### src/rtl/fifo_burst_reader.sv
// Drains a 1-8 word burst from the upstream FIFO and forwards it on a valid/ready
// stream through a 2-entry skid buffer, accumulating a wrapping 32-bit sum.
module fifo_burst_reader (
  input  logic        clk,
  input  logic        reset_n,
  input  logic        start,
  input  logic [3:0]  burst_len,
  output logic        rd_en,
  input  logic [31:0] fifo_dout,
  input  logic        fifo_empty,
  input  logic        rd_ack,
  input  logic        rd_err,
  output logic        out_valid,
  output logic [31:0] out_data,
  input  logic        out_ready,
  output logic [31:0] sum,
  output logic        busy,
  output logic        done,
  output logic        err
);

  typedef enum logic [1:0] {
    IDLE  = 2'd0,
    RUN   = 2'd1,
    FLUSH = 2'd2,
    DONE  = 2'd3
  } state_t;

  state_t      state_q, state_d;
  logic [3:0]  len_q, len_d;
  logic [3:0]  issued_q, issued_d;
  logic [3:0]  received_q, received_d;
  logic [31:0] sum_q, sum_d;
  logic        err_q, err_d;
  logic        pending_q, pending_d;
  logic [31:0] buf_q [2];
  logic [31:0] buf_d [2];
  logic        head_q, head_d;
  logic        tail_q, tail_d;
  logic [1:0]  count_q, count_d;

  logic        pop_s;
  logic        push_s;
  logic        room_s;
  logic        rd_en_s;
  logic [2:0]  inflight_s;

  // Read gating: a word already requested still needs a buffer slot when its ack lands.
  always_comb begin
    pop_s      = (count_q != 2'd0) & out_ready;
    push_s     = rd_ack & (state_q != IDLE);
    inflight_s = {2'b00, pending_q} + {1'b0, count_q};
    room_s     = inflight_s < (3'd2 + {2'b00, pop_s});
    rd_en_s    = (state_q == RUN) & ~fifo_empty & (issued_q < len_q) & room_s & ~rd_err;
  end

  // Next-state, counters, accumulator and buffer bookkeeping.
  always_comb begin
    state_d    = state_q;
    len_d      = len_q;
    issued_d   = issued_q;
    received_d = received_q;
    sum_d      = sum_q;
    err_d      = err_q;
    head_d     = head_q;
    tail_d     = tail_q;
    buf_d[0]   = buf_q[0];
    buf_d[1]   = buf_q[1];
    pending_d  = rd_en_s;
    count_d    = count_q + {1'b0, push_s} - {1'b0, pop_s};

    case (state_q)
      IDLE: begin
        if (start) begin
          len_d      = ((burst_len == 4'd0) || (burst_len > 4'd8)) ? 4'd8 : burst_len;
          issued_d   = 4'd0;
          received_d = 4'd0;
          sum_d      = 32'd0;
          err_d      = 1'b0;
          state_d    = RUN;
        end else begin
          state_d = IDLE;
        end
      end
      RUN: begin
        if (rd_err || (received_q == len_q)) begin
          state_d = FLUSH;
        end else begin
          state_d = RUN;
        end
      end
      FLUSH: begin
        if ((count_q == 2'd0) && !pending_q) begin
          state_d = DONE;
        end else begin
          state_d = FLUSH;
        end
      end
      DONE:    state_d = IDLE;
      default: state_d = IDLE;
    endcase

    if (rd_en_s) begin
      issued_d = issued_q + 4'd1;
    end else begin
      issued_d = issued_d;
    end

    if (push_s) begin
      buf_d[tail_q] = fifo_dout;
      tail_d        = ~tail_q;
      sum_d         = sum_q + fifo_dout;
      received_d    = received_q + 4'd1;
    end else begin
      tail_d = tail_q;
    end

    if (pop_s) begin
      head_d = ~head_q;
    end else begin
      head_d = head_q;
    end

    if (rd_err && (state_q != IDLE)) begin
      err_d = 1'b1;
    end else begin
      err_d = err_d;
    end
  end

  // State and datapath registers.
  always_ff @(posedge clk or posedge reset_n) begin
    if (reset_n) begin
      state_q    <= IDLE;
      len_q      <= 4'd0;
      issued_q   <= 4'd0;
      received_q <= 4'd0;
      sum_q      <= 32'd0;
      err_q      <= 1'b0;
      pending_q  <= 1'b0;
      buf_q[0]   <= 32'd0;
      buf_q[1]   <= 32'd0;
      head_q     <= 1'b0;
      tail_q     <= 1'b0;
      count_q    <= 2'd0;
    end else begin
      state_q    <= state_d;
      len_q      <= len_d;
      issued_q   <= issued_d;
      received_q <= received_d;
      sum_q      <= sum_d;
      err_q      <= err_d;
      pending_q  <= pending_d;
      buf_q[0]   <= buf_d[0];
      buf_q[1]   <= buf_d[1];
      head_q     <= head_d;
      tail_q     <= tail_d;
      count_q    <= count_d;
    end
  end

  // Output drive; data reads as zero while the buffer is empty.
  always_comb begin
    rd_en     = rd_en_s;
    out_valid = (count_q != 2'd0);
    out_data  = (count_q != 2'd0) ? buf_q[head_q] : 32'd0;
    sum       = sum_q;
    busy      = (state_q == RUN) || (state_q == FLUSH);
    done      = (state_q == DONE);
    err       = err_q;
  end

endmodule

### config.mk
export PLATFORM = sky130hd
export DESIGN_NAME = fifo_burst_reader
export DESIGN_NICKNAME = d
export VERILOG_FILES = /design/src/rtl/fifo_burst_reader.sv
export SDC_FILE = /design/constraint.sdc
export NUM_CORES = 1
export LEC_CHECK = 0
export ABC_AREA = 0
export BUFFER_PORTS_ARGS = -buffer_cell sky130_fd_sc_hd__buf_2
export CELL_PAD_IN_SITES_DETAIL_PLACEMENT = 2
export CELL_PAD_IN_SITES_GLOBAL_PLACEMENT = 2
export CORE_MARGIN = 5
export CORE_UTILIZATION = 36
export CTS_CLUSTER_SIZE = 24
export DETAILED_ROUTE_END_ITERATION = 10
export PLACE_DENSITY_LB_ADDON = 0.1
export SYNTH_ARGS = -nofsm -noshare
export SYNTH_HDL_FRONTEND = slang
export SYNTH_SLANG_ARGS = --single-unit
### constraint.sdc
create_clock -name clk -period 4.6 [get_ports clk]
set_input_delay 0.92 -clock clk [delete_from_list [all_inputs] [get_ports clk]]
set_output_delay 0.92 -clock clk [all_outputs]
set_load 0.01 [all_outputs]
Word-level counts from Yosys, hierarchy flattened
Index checks and enable logic that the tools add are counted.
{"block": "totals", "register_bits": 116, "out_inout_bits": 69, "inputBits": 43, "wordCells": 85}
{"block": "op_classes", "mux": 22, "reduce_logical": 22, "bitwise": 12, "add_sub_neg": 7, "eq_ne": 4, "order_cmp": 6}
{"cell": "32-bit 2-to-1 mux", "count": 8}
{"cell": "64-bit bitwise mux", "count": 1}
{"cell": "32-bit adder", "count": 1}
{"cell": "32-bit demux with 1-bit select", "count": 1}
{"cell": "4-bit 2-to-1 mux", "count": 5}
{"cell": "2-bit nonzero test", "count": 8}
{"cell": "4-bit by 1-bit adder with 4-bit output, second input constant", "count": 2}
{"cell": "2-bit case mux with 4 select lines", "count": 1}
{"cell": "2-bit AND reduction", "count": 4}
{"cell": "1-bit AND", "count": 6}
{"cell": "1-bit 2-to-1 mux", "count": 5}
{"cell": "2-bit == test, second input constant", "count": 2}
{"cell": "4-bit == test", "count": 1}
{"cell": "2-bit greater-or-equal comparator, second input constant", "count": 2}
{"cell": "4-bit greater-than comparator, second input constant", "count": 1}
{"cell": "2-bit logical NOT", "count": 2}
{"cell": "4-bit logical NOT", "count": 1}
{"cell": "4-bit less-than comparator", "count": 1}
{"cell": "1-bit NOT", "count": 4}
{"cell": "1-bit NOT with 2-bit output", "count": 2}
{"cell": "1-bit by 2-bit adder with 3-bit output", "count": 1}
{"cell": "2-bit by 1-bit adder with 3-bit output, first input constant", "count": 1}
{"cell": "1-bit logical AND", "count": 3}
{"cell": "1-bit logical OR", "count": 3}
{"cell": "7 further kinds", "count": 7}

Depth between registers and ports, before layout
Gate-level depths: netlist (run 1).
{"block": "logic_depth", "word_depth": 8, "mapped_depth": 12, "ltp_nobuf": 12}

Worst setup path before layout (run 1)
No wires, ideal clock.
{"block": "synth_path", "path_kind": "input to register", "start": "input port fifo_dout[0]", "end": "register sum_q[28], in the netlist sum[28]", "setup_slack_ns": 1.484, "arrival_ns": 2.987, "n_path_buf": 0, "cell_stages": 12, "setup_time_ns": 0.129, "t_required_ns": 4.471, "path_cell_list": "ha_1 > inv_1 > fa_1 > nor2b_1 > o31a_1 > nor3_1 > o31ai_2 > a31oi_4 > o31ai_2 > a21oi_1 > a31oi_1 > nand3_1"}
{"block": "synth_between", "elab_chain_len": 2}
{"element": "from (decl)", "line": "9", "text": "input logic [31:0] fifo_dout,"}
{"element": "32-bit adder", "line": "112", "text": "sum_d = sum_q + fifo_dout;"}
{"element": "32-bit 2-to-1 mux", "line": "109", "text": "if (push_s) begin"}
{"element": "to (signal assigned)", "line": "151", "text": "sum_q <= sum_d;"}
{"element": "to (decl)", "line": "33", "text": "logic [31:0] sum_q, sum_d;"}
No other way between the ends.
A chain may end at the register's enable or synchronous reset.

Worst setup path in the final report (run 1)
{"block": "layout_path", "start": "input port fifo_dout[0]", "end": "register sum_q[16], in the netlist sum[16]"}
Same word-level chain as after synthesis.

==> results of run 1 <==
==> power by group through the flow <==
stage	Combinational (µW)	Clock (µW)	Sequential [µW]
floorplan	2120	0	1800
global placement	2930	0	1870
detailed placement	3080	0	1920
CTS	3120	1350	1910
global route	3390	1400	1970
finish	3060	1320	1900
==> critical path, stage by stage <==
cell and delay, ns:
buf_2 0.11, ha_1 0.17, inv_1 0.07, fa_1 0.41, nor2b_1 0.22, o31a_1 0.20, nor3_1 0.09, o31ai_2 0.41
a31oi_4 0.20, o21ai_0 0.35, a31oi_1 0.16, xor2_1 0.17, o21ai_0 0.16
==> final timing paths <==
check / to / slack, ns / depth (start not counted) / start
setup / recovery: sum[16] / 1.29 / 13 / fifo_dout[0]
hold / removal: buf_q[31] / 0.49 / 2 / buf_q[31]
setup reg to reg: sum[16] / 1.51 / 12 / sum[0]
hold reg to reg: buf_q[31] / 0.49 / 2 / buf_q[31]
max in group asynchronous: buf_q[45] / 2.96 / 3 / reset_n
min in group asynchronous: async pin / 0.69 / 2 / reset_n
==> synthesized netlist by cell type, drive strengths merged, types with 6 or more instances <==
master / count / area share
xnor2: 21 / 0.028
ha: 44 / 0.083
o21a: 6 / 0.0068
a21o: 12 / 0.014
nor2: 50 / 0.028
a21oi: 40 / 0.031
xor2: 13 / 0.017
clkbuf: 24 / 0.014
inv: 16 / 0.0090
nand3: 13 / 0.0098
nand2: 55 / 0.031
dfrtp: 116 / 0.44
nand2b: 8 / 0.0075
o21ai: 54 / 0.041
a22o: 9 / 0.012
mux2i: 32 / 0.048
a31oi: 8 / 0.012
mux2: 63 / 0.11
==> registers in the layout (all words and copies together) (netlist names), named ones only <==
register / flops
buf_q: 64
count_q: 2
err: 1
head_q: 1
issued_q: 4
len_q: 4
pending_q: 1
received_q: 4
state_q: 1
sum: 32
tail_q: 1
==> cells in the final DEF (no fill, tap or decap), drive strengths merged, types with 3 or more instances in the layout <==
| cell | count |
|---|---|
| o21ai | 54 |
| nand4 | 5 |
| xor2 | 13 |
| a22o | 9 |
| xnor2 | 21 |
| nand3 | 13 |
| a21oi | 40 |
| o31ai | 3 |
| dfrtp | 116 |
| buf | 120 |
| clkinvlp | 3 |
| mux2i | 32 |
| clkbuf | 22 |
| nand2 | 55 |
| and3 | 3 |
| nor3 | 5 |
| clkinv | 4 |
| nand2b | 8 |
| ha | 44 |
| nor2 | 50 |
| a21o | 12 |
| mux2 | 63 |
| inv | 16 |
| o21a | 6 |
| a31oi | 8 |
| nor2b | 5 |
==> cell families (layout without fill, tap and decap cells) <==
| logic type | after synthesis | in the layout | share of synthesized area |
|---|---|---|---|
| adders and majority gates | 45 | 45 | 0.0856 |
| muxes | 95 | 95 | 0.155 |
| and+or+nand+nor | 154 | 154 | 0.106 |
| xor gates and xnor gates | 34 | 34 | 0.0447 |
| AOI/OAI and AO/OA | 153 | 153 | 0.150 |
| DFF | 116 | 116 | 0.436 |
| buffers and inverters | 41 | 167 | 0.0242 |
==> through the flow <==
stage | worst slack [ns] | instances | util | area [µm²]
2_1_floorplan | 0.608 | 638 | - | 6660
3_3_place_gp | 1.11 | 962 | 0.414 | 7490
3_5_place_dp | 0.880 | 962 | 0.414 | 7490
4_1_cts | 1.30 | 993 | 0.446 | 8070
5_1_grt | 1.13 | 993 | 0.446 | 8070
6_report | 1.29 | 993 | 0.446 | 8070
==> routing by layer <==
metal  global-route usage  wire, µm  vias up
met5                    0        11        -
met4               0.0381       133        2
met3               0.0471       620       12
met2                0.355     10700       89
met1                0.234      8840     2781
li1                     -         -     2520
==> layout make-up <==
class,instances,area [µm²],share of cell area
Multi-Input combinational cell,481,3610,0.447
Sequential cell,116,2900,0.360
Timing Repair Buffer,120,623,0.0772
Clock buffer,22,484,0.0600
Tap cell,229,287,0.0355
Clock inverter,9,103,0.0127
Inverter,16,62.6,0.00775
==> results.ini, run 1 <==
[status]
status = finished, final reports clean

[timing]
period_minus_slack_ns = 3.31
min_period_over_period = 0.720
whs_ns = 0.491
slew_headroom = 0.330
tightestPinTransition_ns = 0.980
fmax_ghz = 0.302
setup_viol = 0
final_hold_viol_count = 0
drv_slew = 0
fin_skew_ns = 0.00800
fin_setup_tns_ns = 0
rsz0062_at_grt = false

[placed_design]
place_hpwl_mm = 14.6
place.gp.congestion = 0.791
port_buffers = 111

[clocking]
post-cts-setup-buffer-count = 0
cts-root-buf = clkbuf_16
cts_hold_buf = 0
cts_sinks = 116
cts.reportedPaths.clkPinSlew_ns = 0.05
cts_resized = 0
htreeDepth = 4
cts_tree = done
clock_latency_ns = 0.41
numCtsBuffers = 17
clock_path_buffers = 2

[grt]
grt_pass1_wl_mm = 33.4
antenna_found_initial = 1
grt_max_degree = 66
track_usage = 0.194
gr-total-overflow = 0
first_global_vias = 6215

[route]
vias = 5404
first_pass_iters = 6
avgViaCountPerCell = 5.44
postRouteWirelength_mm = 20.3
final_antenna_net_count = 0
wl_per_cell_um = 20.4
drtIter0Drc = 147
drc = 0

[yosys]
ys_types = 53
synth_ff_type = dfrtp_1
synth.net_count = 726
synth_edf_count = 0
ys_ff_latch = 116
syn-cell-area_mm2 = 0.00666
synth_cells = 638
ys_seq_area_frac = 0.436
yosys_warnings = 0
async_flop_share = 1.00
avgSynthCellArea_um2 = 10.4

[floorplanning]
io_pins = 112
placementRows = 49
die_y_um = 146
die_w_um = 146
start_util = 0.368
fp.coreArea_mm2 = 0.0181
die-area_mm2 = 0.0213

[pwr]
leakage_uw = 0.00386
power_density_mw_per_mm2 = 778
swShare = 0.408
ir_drop_mv = 0.351
p_seq_frac = 0.303
power_uw = 6280
power.share.clock = 0.210
p_comb_frac = 0.487
internal-power_uw = 3720
power.switching_uw = 2560

[final_layout]
area_growth_pct = 21.2
nets = 840
fill_cells = 1888
diodes = 0
drive_gt1_frac = 0.302

[job]
maxCapViolCount = 0

[setup_path]
cp-end-kind = flip-flop
worstPathMaxFanout = 6
arrival_ns = 3.64
start_kind = input port
crit_type = input port to flip-flop
required_ns = 4.93

[hold_path]
hold_class = flip-flop to flip-flop

Note: power is estimated with default switching activity, not from simulation.
==> run 2: changes to the inputs <==
==> constraint.sdc (replaced) <==
create_clock -name clk -period 3.25 [get_ports clk]
set_input_delay 0.65 -clock clk [delete_from_list [all_inputs] [get_ports clk]]
set_output_delay 0.65 -clock clk [all_outputs]
set_load 0.01 [all_outputs]
==> results.ini, run 2 (synthesized netlist as in run 1, its figures left out) <==
[timing]
rsz0062_at_grt = false
min_period_over_period = 0.912
setup_viol = 0
drv_slew = 0
period_minus_slack_ns = 2.96
layout_setup_ws_ns = 0.286
fin_skew_ns = 0.0127
whs_ns = 0.391
fmax_ghz = 0.337
tightestPinTransition_ns = 0.849
slew_headroom = 0.433
final_hold_viol_count = 0
fin_setup_tns_ns = 0

[grt]
antenna_found_initial = 0
first_global_vias = 6284
grt_max_degree = 47
gr-total-overflow = 0
grt_pass1_wl_mm = 33.6
track_usage = 0.194

[clocking]
htreeDepth = 4
clock_path_buffers = 2
cts-root-buf = clkbuf_16
post-cts-setup-buffer-count = 0
clock_latency_ns = 0.43
cts_sinks = 116
cts_hold_buf = 0
numCtsBuffers = 17
cts_tree = done
cts_resized = 0
cts.reportedPaths.clkPinSlew_ns = 0.06

[final_layout]
diodes = 0
drive_gt1_frac = 0.314
regMostFlops = buf_q
fill_cells = 1903
largest_reg_flops = 64
layout_commonest_cell = dfrtp_1
fin_area_mm2 = 0.00822
final_cell_mix = 115 x dfrtp_1, 111 x buf_2, 63 x mux2_2, 55 x nand2_1, 47 x nor2_1
nets = 851
area_growth_pct = 23.4

[floorplanning]
die-area_mm2 = 0.0213
die_y_um = 146
fp.coreArea_mm2 = 0.0181
io_pins = 112
placementRows = 49
die_w_um = 146
start_util = 0.368

[placed_design]
placed_cell_area_mm2 = 0.00762
port_buffers = 111
place_hpwl_mm = 14.4
pre_cts_ws_ns = -0.0520
place.gp.congestion = 0.815

[setup_path]
required_ns = 3.58
cp-end-kind = flip-flop
start_kind = flip-flop
r2r.worst_path.cells = 12
worstPathMaxFanout = 6
crit_type = flip-flop to flip-flop
arrival_ns = 3.29

[pwr]
ir_drop_mv = 0.496
power_density_mw_per_mm2 = 1100
leakage_uw = 0.00393
power_uw = 9030

[status]
status = finished, final reports clean

[route]
wl_met2_mm = 10.3
drc = 0
top_layer = met4
vias = 5424
wl_per_cell_um = 20.0
drtIter0Drc = 146
drt-met1-wl_mm = 8.79
final_antenna_net_count = 0
first_pass_iters = 5
avgViaCountPerCell = 5.40
met3_length_um = 690
postRouteWirelength_mm = 20.1

[hold_path]
hold_class = input port to async pin

[job]
maxCapViolCount = 0

[run 2: cell count changes in the layout (fill, tap and decap cells not counted)]
cell / previous run / this run
buf_12: 0 / 4
buf_4: 9 / 16
bufinv_16: 2 / 3
clkbuf_1: 1 / 0
clkbuf_8: 4 / 1
clkinv_2: 4 / 5
clkinv_4: 0 / 1
clkinvlp_4: 3 / 6
inv_4: 1 / 0
[run 2: critical path, stage by stage (launching register included)]
cell and delay, ns:
dfrtp_1 0.38, ha_1 0.20, inv_1 0.06, fa_1 0.40
nor2b_1 0.20, o31a_1 0.21, nor3_1 0.11, o31ai_2 0.35
a31oi_4 0.18, o21ai_0 0.28, a31oi_1 0.15, xor2_1 0.16
o21ai_0 0.20
[run 2: area by class of cell]
cell class | count | area, µm² | area share
clock inverters | 14 | 161 | 0.0196
well taps | 229 | 287 | 0.0349
repair buffers | 131 | 756 | 0.0919
flip-flops and latches | 116 | 2900 | 0.353
clock buffers | 18 | 439 | 0.0534
multi-input cells | 481 | 3610 | 0.439
inverters | 16 | 63.8 | 0.00776
[run 2: final timing paths]
| check | start | to | slack (ns) |
|---|---|---|---|
| setup / recovery | sum[0] | sum[16] | 0.29 |
| hold / removal | reset_n | err | 0.39 |
| setup reg to reg | sum[0] | sum[16] | 0.29 |
| hold reg to reg | buf_q[1] | buf_q[1] | 0.50 |
| max in group asynchronous | reset_n | buf_q[15] | 2.16 |
| min in group clk | fifo_dout[21] | buf_q[53] | 0.49 |
[run 2: through the flow]
stage | util | cells
2_1_floorplan | - | 638
3_3_place_gp | 0.421 | 973
3_5_place_dp | 0.421 | 973
4_1_cts | 0.455 | 1005
5_1_grt | 0.455 | 1005
6_report | 0.455 | 1005
[run 2: routing by layer]
layer	up-vias	GRT usage
li1	2539	-
met1	2771	0.238
met2	92	0.343
met5	-	0
met4	0	0.0560
met3	22	0.0440
[run 2: where the power goes]
part | internal, µW | switching, µW
Sequential | 2130 | 523
Clock | 1220 | 701
Combinational | 2040 | 2420
==> run 3: changes to the inputs <==
--- a/config.mk
+++ b/config.mk
@@ -5,12 +5,12 @@
 export SDC_FILE = /design/constraint.sdc
 export NUM_CORES = 1
 export LEC_CHECK = 0
-export ABC_AREA = 0
+export ABC_AREA = 1
 export BUFFER_PORTS_ARGS = -buffer_cell sky130_fd_sc_hd__buf_2
 export CELL_PAD_IN_SITES_DETAIL_PLACEMENT = 2
 export CELL_PAD_IN_SITES_GLOBAL_PLACEMENT = 2
 export CORE_MARGIN = 5
-export CORE_UTILIZATION = 36
+export CORE_UTILIZATION = 32
 export CTS_CLUSTER_SIZE = 24
 export DETAILED_ROUTE_END_ITERATION = 10
 export PLACE_DENSITY_LB_ADDON = 0.1
==> results.ini, run 3 <==
[status]
status = finished, final reports clean

[route]
drc = 0
first_pass_iters = 4
vias = 7361
final_antenna_net_count = 0
drtIter0Drc = 314
wl_per_cell_um = 17.7
avgViaCountPerCell = 4.83
postRouteWirelength_mm = 26.9

[clocking]
clock_path_buffers = 2
cts.reportedPaths.clkPinSlew_ns = 0.06
numCtsBuffers = 17
cts_tree = done
cts_hold_buf = 0
cts_sinks = 116
cts-root-buf = clkbuf_16
clock_latency_ns = 0.43
cts_resized = 0
htreeDepth = 4
post-cts-setup-buffer-count = 0

[placed_design]
port_buffers = 111
place.gp.congestion = 0.802
place_hpwl_mm = 20.5
placed_cell_area_mm2 = 0.00834
pre_cts_ws_ns = 0.670

[pwr]
power_uw = 8760
power_density_mw_per_mm2 = 983
ir_drop_mv = 0.322
leakage_uw = 0.00510

[timing]
setup_viol = 0
final_hold_viol_count = 0
drv_slew = 0
fin_skew_ns = 0.0114
whs_ns = 0.300
rsz0062_at_grt = false
min_period_over_period = 0.875
period_minus_slack_ns = 2.85
layout_setup_ws_ns = 0.405
slew_headroom = 0.410
fmax_ghz = 0.351
tightestPinTransition_ns = 0.879
fin_setup_tns_ns = 0

[yosys]
yosys_warnings = 0
ys_types = 33
synth_ff_type = dfrtp_1
syn-cell-area_mm2 = 0.00744
synth_common_cells = 424 x nand2_1, 166 x inv_1, 116 x dfrtp_1
yosys.area.top_type = dfrtp_1
synth.net_count = 1174
synth_edf_count = 0
synth_most_common_cell = nand2_1
avgSynthCellArea_um2 = 6.85
async_flop_share = 1.00
netlist.area_leader.share = 0.390
ys_ff_latch = 116
synth_area_leaders = dfrtp_1 39%, nand2_1 21%, inv_1 8.4%
ys_seq_area_frac = 0.390
synth_cells = 1086

[floorplanning]
die_w_um = 162
io_pins = 112
die-area_mm2 = 0.0264
die_y_um = 162
start_util = 0.326
placementRows = 55
fp.coreArea_mm2 = 0.0228

[setup_path]
start_kind = flip-flop
worstPathMaxFanout = 28
required_ns = 2.60
cp-end-kind = output pin
r2r_slack_ns = 1.06
crit_type = flip-flop to output pin
arrival_ns = 2.20
cp_slowest_cell = clkinv_1
crit_path_cell_trace = clkinv_1 > buf_4 > nand2_1 > a21oi_1 > buf_2
cpPeakStageDelay_ns = 0.69

[final_layout]
fin_area_mm2 = 0.00890
area_growth_pct = 19.8
fill_cells = 2811
regMostFlops = buf_q
layout_commonest_cell = nand2_1
nets = 1285
drive_gt1_frac = 0.144
final_cell_mix = 424 x nand2_1, 165 x inv_1, 116 x dfrtp_1, 111 x buf_2, 77 x o21ai_0
largest_reg_flops = 64

[grt]
grt_pass1_wl_mm = 43.7
grt_max_degree = 64
antenna_found_initial = 1
track_usage = 0.210
gr-total-overflow = 0
first_global_vias = 8084

[job]
maxCapViolCount = 0

[hold_path]
hold_class = input port to async pin

==> run 3: cells by family (layout without fill, tap and decap cells) <==
group / after synthesis / count (layout) / share of synthesized area
buffers and inverters: 199 / 323 / 0.105
adders and majority gates: 45 / 45 / 0.0767
DFF: 116 / 116 / 0.390
other: 0 / 1 / 0
and+or+nand+nor: 546 / 546 / 0.296
xor gates and xnor gates: 13 / 13 / 0.0153
AOI/OAI and AO/OA: 167 / 167 / 0.116
==> run 3: final cells by class <==
type                    count  area (µm²)  area share
clock inverters            14         131      0.0148
flip-flops and latches    116        2900       0.326
inverters                 170         642      0.0721
clock buffers              18         429      0.0482
repair buffers            121         656      0.0736
multi-input cells         771        3750       0.421
diodes                      1        2.50    0.000281
well taps                 313         392      0.0440
==> run 3: per-stage QoR <==
step                std cells  utilization
global route             1524        0.391
detailed placement       1491        0.366
finish                   1524        0.391
global placement         1491        0.366
floorplan                1086            -
CTS                      1523        0.391
==> run 3: where the power goes <==
part	total [µW]	internal (µW)	switching [µW]
combinational	4420	1500	2910
clock	1830	1060	769
sequential	2510	2070	439
total	8760	4630	4120
==> run 3: final timing paths <==
kind,startpoint,to,cells after the start
worst min register to register,buf_q[17],buf_q[17],2
min in group clk,buf_q[17],buf_q[17],2
max in group asynchronous,reset_n,buf_q[2],3
worst max register to register,sum[0],sum[28],13
worst min-delay path,reset_n,buf_q[55],2
worst max-delay path,head_q,out_data[22],5
==> run 3: critical path, delay by kind of cell, from the launching register on <==
kind	cells	cell delay [ns]
AO/OA/AOI/OAI	1	0.05
flip-flops	1	0.35
AND/OR/NAND/NOR	1	0.07
buffers and inverters	3	1.30
==> run 3: layer usage <==
layer | up-vias | part of all wire | global-route usage
li1 | 3608 | - | -
met1 | 3650 | 0.48 | 0.279
met2 | 83 | 0.49 | 0.365
met3 | 20 | 0.021 | 0.0289
met4 | 0 | 0.013 | 0.0481
met5 | - | 0 | 0
